### src/rtl/pipe_stage_reg.sv
// pipe_stage_reg: inter-stage pipeline register with a valid/ready handshake,
// a two-entry skid buffer and a synchronous flush that inserts a bubble.
//
// Parameters:
//   CTRL_W  width of the control bundle; all-zero encodes a NOP
//   DATA_W  width of the data bundle
// Ports:
//   Clk        clock, rising edge
//   Rst_n      asynchronous active-low reset
//   In_valid   upstream presents an instruction
//   In_ready   stage can accept (registered, no path from Out_ready)
//   In_ctrl    control bundle in
//   In_data    data bundle in
//   Flush      squash all held entries and the current input
//   Out_valid  Out_ctrl/Out_data hold a live instruction
//   Out_ready  downstream accepts
//   Out_ctrl   control bundle out, forced to 0 while Out_valid=0
//   Out_data   data bundle out, don't-care while Out_valid=0
//   Occupancy  number of held entries (0, 1 or 2)
module pipe_stage_reg #(
  parameter int unsigned CTRL_W = 20,
  parameter int unsigned DATA_W = 192
) (
  input  logic              Clk,
  input  logic              Rst_n,
  input  logic              In_valid,
  output logic              In_ready,
  input  logic [CTRL_W-1:0] In_ctrl,
  input  logic [DATA_W-1:0] In_data,
  input  logic              Flush,
  output logic              Out_valid,
  input  logic              Out_ready,
  output logic [CTRL_W-1:0] Out_ctrl,
  output logic [DATA_W-1:0] Out_data,
  output logic [1:0]        Occupancy
);

  // State encoding equals the occupancy count. Main is valid in StOne and
  // StTwo; the skid entry is valid only in StTwo.
  typedef enum logic [1:0] {
    StEmpty = 2'd0,
    StOne   = 2'd1,
    StTwo   = 2'd2
  } state_e;

  state_e state_q, state_d;

  logic [CTRL_W-1:0] main_ctrl_q, main_ctrl_d;
  logic [DATA_W-1:0] main_data_q, main_data_d;
  logic [CTRL_W-1:0] skid_ctrl_q, skid_ctrl_d;
  logic [DATA_W-1:0] skid_data_q, skid_data_d;
  logic              in_ready_q, in_ready_d;

  logic accept;
  logic issue;

  assign accept = In_valid & in_ready_q;
  assign issue  = (state_q != StEmpty) & Out_ready;

  // State register
  always_ff @(posedge Clk or negedge Rst_n) begin
    if (!Rst_n) begin
      state_q <= StEmpty;
    end else begin
      state_q <= state_d;
    end
  end

  // Next-state logic
  always_comb begin
    state_d = state_q;
    if (Flush) begin
      state_d = StEmpty;
    end else begin
      unique case (state_q)
        StEmpty: if (accept) state_d = StOne;
        StOne: begin
          if (accept && !issue) begin
            state_d = StTwo;
          end else if (!accept && issue) begin
            state_d = StEmpty;
          end
        end
        StTwo:   if (issue) state_d = StOne;
        default: state_d = StEmpty;
      endcase
    end
  end

  // Entry datapath. Flush clears ctrl so a squashed slot reads as a NOP, but
  // leaves data untouched since it is don't-care once invalid.
  always_comb begin
    main_ctrl_d = main_ctrl_q;
    main_data_d = main_data_q;
    skid_ctrl_d = skid_ctrl_q;
    skid_data_d = skid_data_q;
    if (Flush) begin
      main_ctrl_d = '0;
      skid_ctrl_d = '0;
    end else begin
      unique case (state_q)
        StEmpty: begin
          if (accept) begin
            main_ctrl_d = In_ctrl;
            main_data_d = In_data;
          end
        end
        StOne: begin
          if (accept && issue) begin
            main_ctrl_d = In_ctrl;
            main_data_d = In_data;
          end else if (accept) begin
            skid_ctrl_d = In_ctrl;
            skid_data_d = In_data;
          end else if (issue) begin
            main_ctrl_d = '0;
          end
        end
        StTwo: begin
          // Skid is older than anything new, so it always refills main first.
          if (issue) begin
            main_ctrl_d = skid_ctrl_q;
            main_data_d = skid_data_q;
            skid_ctrl_d = '0;
          end
        end
        default: begin
          main_ctrl_d = '0;
          skid_ctrl_d = '0;
        end
      endcase
    end
  end

  // Ready is precomputed from the next state so it never depends
  // combinationally on Out_ready.
  assign in_ready_d = (state_d != StTwo);

  always_ff @(posedge Clk or negedge Rst_n) begin
    if (!Rst_n) begin
      main_ctrl_q <= '0;
      main_data_q <= '0;
      skid_ctrl_q <= '0;
      skid_data_q <= '0;
      in_ready_q  <= 1'b1;
    end else begin
      main_ctrl_q <= main_ctrl_d;
      main_data_q <= main_data_d;
      skid_ctrl_q <= skid_ctrl_d;
      skid_data_q <= skid_data_d;
      in_ready_q  <= in_ready_d;
    end
  end

  // Outputs
  always_comb begin
    Out_valid = (state_q != StEmpty);
    Out_ctrl  = Out_valid ? main_ctrl_q : '0;
    Out_data  = main_data_q;
    In_ready  = in_ready_q;
    Occupancy = state_q;
  end

endmodule

### config.mk
export PLATFORM = sky130hd
export DESIGN_NAME = pipe_stage_reg
export DESIGN_NICKNAME = d
export VERILOG_FILES = /design/src/rtl/pipe_stage_reg.sv
export SDC_FILE = /design/constraint.sdc
export NUM_CORES = 1
export LEC_CHECK = 0
export CORE_AREA = 2 2 248 299
export DETAILED_ROUTE_END_ITERATION = 8
export DIE_AREA = 0 0 250 301
export PLACE_DENSITY_LB_ADDON = 0.2
export SLEW_MARGIN = 25
export SYNTH_ARGS = -nofsm -noshare
export SYNTH_HDL_FRONTEND = slang
export SYNTH_SLANG_ARGS = --single-unit
### constraint.sdc
create_clock -name Clk -period 5.55 [get_ports Clk]
set_input_delay 0.555 -clock Clk [delete_from_list [all_inputs] [get_ports Clk]]
set_output_delay 0.555 -clock Clk [all_outputs]
set_load 0.005 [all_outputs]
== Word level (Yosys, flattened, before mapping) ==
Index checks and enable logic that the tools add are counted.

* Memories: 0
* Bits in writable memories: 0
* Bits in latches: 0
* Bits in read-only memories: 0
* Register bits: 427
* Input bits: 217

* Div/mod/pow operators: 0
* Bitwise operators: 4
* Magnitude comparators: 0
* $mul: 0
* Shift-type cells: 0
* Equal/unequal tests: 13
* Muxes and demuxes: 21
* Add/sub/neg operators: 0
* Reductions and logical operators: 12

{| class="wikitable"
|+ Operators with widths
! cell !! count
|-
| 192-bit 2-to-1 mux || 3
|-
| 192-bit case mux with 3 select lines || 1
|-
| 20-bit 2-to-1 mux || 9
|-
| 20-bit case mux with 3 select lines || 2
|-
| 3-bit inequality test, second input constant || 4
|-
| 4-bit AND reduction || 3
|-
| 2-bit 2-to-1 mux || 5
|-
| 2-bit inequality test, second input constant || 5
|-
| 4-bit inequality test, second input constant || 2
|-
| 2-bit case mux with 3 select lines || 1
|-
| 5-bit AND reduction || 1
|-
| 1-bit logical AND || 3
|-
| 3-bit nonzero test || 1
|-
| 1-bit bitwise AND || 2
|-
| 2-bit by 1-bit == test with 1-bit output, second input constant || 1
|-
| 2-bit == test, second input constant || 1
|-
| 1-bit logical NOT || 2
|-
| 2-bit logical NOT || 1
|-
| 1-bit NOT || 2
|-
| 2-bit nonzero test || 1
|}

== Longest topological paths before layout ==
* Depth in word-level cells: 8
* Depth in mapped cells: 8

== Least setup slack after synthesis ==
Ideal clock, no wire load.

* Kind: input-to-reg
* From: in Out_ready
* To: reg skid_data_q[110]
* Path buffers: 3
* Setup time: 0.125 ns
* Path slack: 3.636 ns
* Stages: 5
* Data arrival time: 1.789 ns
* Path through: clkbuf_1 -> nor4_2 -> buf_2 -> buf_2 -> mux2_2

* Word-level cells in the longest chain between the ends: 4

{| class="wikitable"
|+ RTL lines
! what !! RTL line !! RTL
|-
| start, declared || 32 || <nowiki>input logic Out_ready,</nowiki>
|-
| 1-bit bitwise AND || 58 || <nowiki>assign issue = (state_q != StEmpty) & Out_ready;</nowiki>
|-
| 1-bit logical AND || 109 || <nowiki>if (accept && issue) begin</nowiki>
|-
| 1-bit NOT (no source line) || -- ||
|-
| 4-bit AND reduction (no source line) || -- ||
|-
| end signal, assigned || 150 || <nowiki>skid_data_q <= skid_data_d;</nowiki>
|-
| end, declared || 51 || <nowiki>logic [DATA_W-1:0] skid_data_q, skid_data_d;</nowiki>
|}

No other way between the ends.
A chain may end at the register's enable or synchronous reset.

== Worst setup path in the final report ==
* From: reg state_q[0], in the netlist Occupancy[0]
* To: out Out_ctrl[15]

* Word-level cells in the longest chain between the ends: 2

{| class="wikitable"
|+ RTL lines
! what !! RTL line !! RTL
|-
| start, declared || 46 || <nowiki>state_e state_q, state_d;</nowiki>
|-
| start signal, assigned || 63 || <nowiki>state_q <= StEmpty;</nowiki>
|-
| start signal, assigned || 65 || <nowiki>state_q <= state_d;</nowiki>
|-
| 2-bit nonzero test || 157 || <nowiki>Out_valid = (state_q != StEmpty);</nowiki>
|-
| 20-bit 2-to-1 mux || 158 || <nowiki>Out_ctrl = Out_valid ? main_ctrl_q : '0;</nowiki>
|-
| end, declared || 33 || <nowiki>output logic [CTRL_W-1:0] Out_ctrl,</nowiki>
|}

No other way between the ends.

==> metrics <==
WP data required=4.99 ns; crit path cell chain=buf_4, nor2_1, buf_4, nor2b_1, clkdlybuf4s50_1; Sinks on Clock Net=around 430; CP Max Fanout=21; Worst path top cell family by delay=buffers and inverters; Die H=301 um; CTS tree=built; Fin Hold WS=0.0261 ns; net count after synthesis=between 1500 and 2000; final critical-path share of the clock period=58.3%; fin nets=around 2300; Synth Area in XOR/XNOR=0%; CTS H-tree lvls=2; hold_buf cts=0; # port buffers=approximately 430; #FFs+latches synth=around 430; Max IR drop VDD=223 uV; Slew HR=a little over 30%; Core Rows=approximately 110; synthesized area per cell=approximately 11 sq um; root buffer cell=clkbuf_16; Cells after Synth=around 1700; Netlist Area Pre-Place=18000 sq um; post-route cell area=24700 sq um; Setup Fix Bufs, Post-CTS=0; CTS Buffer Depth=3; Layout fillers=7232; critical path class=reg2out; vias=~14000; Critical Path Source Type=flip-flop; io pins=~430; largest net degree at the start of global routing=about 180; DR pass1 iterations=5; # setup viols final=0; most frequent cells in the layout=clkdlybuf4s50_1, dfrtp_1, nand2_1; Layout Area Growth over Synthesis=37.6%; Placed Area=around 23000 sq um; fmax=between 0.3 and 0.4 GHz; DIE WIDTH=250 um; gpl congestion=around 0.75; MaxCap Viol Count=0; Synth Area in Adders=0%; Synth Area in Compound Gates=9.80%; Via-to-Cell Ratio=around 4.5; clk_skew=roughly 0.018 ns; worst slew pin tran=1.05 ns; Starting Density=between 20% and 30%; Ys Warns=0; layout cells sized above 1=roughly 14%; Distinct cells, synth=27; Final TNS setup=0 ns; worst min-delay path class=in2async; Buffers & Inverters on Critical Path=3; DP HPWL=roughly 34 mm; Critical Path Slowest Stage Cell=dfrtp_1; post-CTS sizing=0; wirelength, routed=between 50 and 60 mm; critical path's largest stage delay=~0.74 ns; grt ovf=0; Critical Path AT=about 2.7 ns; initial antenna violation count=10; fin. max-slew vios=0; minimum clock period=approximately 3.2 ns; GRT Overall Usage=14.0%; simple-gate share of the synthesized area=around 14%; CTS clock-pin slew for the worst setup and hold paths=0.06 ns; Die ar.=~75000 sq um; DRT antenna net count=0; Core Box Area=approximately 72000 sq um; vias in the first global route=13800; power density over the cells=between 300 and 400 nW/um^2; sequential fraction of the synthesis area=between 50% and 60%; Worst setup EP type=primary output; outcome=finished, final reports clean; first-pass GRT wire length=approximately 83 mm; drt drc=0; largest family of logic cells by synthesized area=simple AND/OR/NAND/NOR gates; worst skew pair latency=0.58 ns; RSZ-0062 raised after global routing=false; Worst path most repeated cell=buf_4; post-synthesis mux area share=about an eighth; Initial DRC Count=~800; Leak Pwr=10.2 nW; CTS Buf Count=48; WL/cell=about 18 um; Hold Fails Final Rpt=0; most common cell after layout, fill and taps aside=clkdlybuf4s50_1
synth_stat cells:
| cell | n | area, sq um |
|---|---|---|
| nor4_2 | 1 | 12.5 |
| a21oi_1 | 5 | 25.0 |
| mux2i_1 | 20 | 200 |
| buf_1 | 3 | 11.3 |
| nor3_1 | 1 | 5.00 |
| buf_4 | 19 | 143 |
| o21ba_2 | 1 | 10.0 |
| inv_1 | 2 | 7.51 |
| or3_1 | 2 | 12.5 |
| nor2b_1 | 22 | 138 |
| nand2_1 | 388 | 1460 |
| buf_2 | 56 | 280 |
| mux2_2 | 192 | 2160 |
| nand3b_1 | 1 | 7.51 |
| o22a_1 | 1 | 8.76 |
| dfstp_2 | 1 | 26.3 |
| a22o_1 | 29 | 254 |
| clkbuf_1 | 49 | 184 |
| nand2b_1 | 14 | 87.6 |
| a31oi_1 | 192 | 1200 |
| nor2_1 | 198 | 743 |
| and3b_1 | 2 | 17.5 |
| nand3_1 | 12 | 60.1 |
| o32ai_4 | 1 | 27.5 |
| o2bb2ai_1 | 20 | 175 |
| dfrtp_1 | 426 | 10700 |
| o21ai_0 | 12 | 60.1 |
cell type report:
cell class | instances | area [sq um] | area share [%]
diodes | 6 | 15.0 | 0.0607
repair buffers | 447 | 4550 | 18.4
well taps | 935 | 1170 | 4.73
clock buffers | 73 | 1480 | 5.97
inverters | 2 | 7.51 | 0.0304
flip-flops and latches | 427 | 10700 | 43.2
clock inverters | 10 | 131 | 0.531
multi-input cells | 1114 | 6690 | 27.1
metal layers:
metal  global-route usage [%]  vias up  share of wire, %
li1                         -     6459                 -
met1                     16.8     6736                41
met2                     23.7      356                49
met3                     4.81       67               7.7
met4                     4.22       10               2.2
met5                        0        -              0.12
cell families (layout without fill, tap and decap cells):
kind of cell | Yosys count | after routing
AO/OA/AOI/OAI | 261 | 261
flip-flops | 427 | 427
AND/OR/NAND/NOR | 641 | 641
multiplexers | 212 | 212
buffers and inverters | 129 | 532
other | 0 | 6
power by group:
group / internal, mW / leakage [nW] / switching [mW]
Sequential: 3.84 / 5.04 / 0.382
Clock: 1.96 / 0.795 / 1.31
Combinational: 1.14 / 4.32 / 0.717
Total: 6.94 / 10.2 / 2.41
path summary, 6_finish.rpt:
check                                                 from                     endpoint  slack, ns  cells past startpoint
worst max-delay path                Occupancy[0]$_DFF_PN0_                 Out_ctrl[15]       2.32                      5
worst min-delay path                                 Rst_n  main_ctrl_q[13]$_DFFE_PN0P_       0.03                      1
worst max register to register      Occupancy[0]$_DFF_PN0_     Out_data[66]$_DFFE_PN0P_       2.53                      6
worst min register to register  main_ctrl_q[9]$_DFFE_PN0P_   main_ctrl_q[9]$_DFFE_PN0P_       0.49                      1
max in group asynchronous                            Rst_n    Out_data[141]$_DFFE_PN0P_       4.11                      2
min in group Clk                main_ctrl_q[9]$_DFFE_PN0P_   main_ctrl_q[9]$_DFFE_PN0P_       0.49                      1
registers in the layout, indices dropped and copies added, names as in the netlist:
signal,cells
main_ctrl_q,20
Occupancy,2
Out_data,192
skid_ctrl_q,20
In_ready,1
skid_data_q,192
stage by stage:
step / std cells / total power [mW] / worst slack, ns / utilization (%)
floorplan: 1670 / 5.06 / 3.64 / -
global placement: 2925 / 6.11 / 2.38 / 32.0
detailed placement: 2925 / 6.18 / 2.35 / 32.0
CTS: 3008 / 9.54 / 2.19 / 34.3
global route: 3013 / 9.91 / 2.15 / 34.3
finish: 3014 / 9.35 / 2.32 / 34.3
Power figures use the tool's default switching activity.
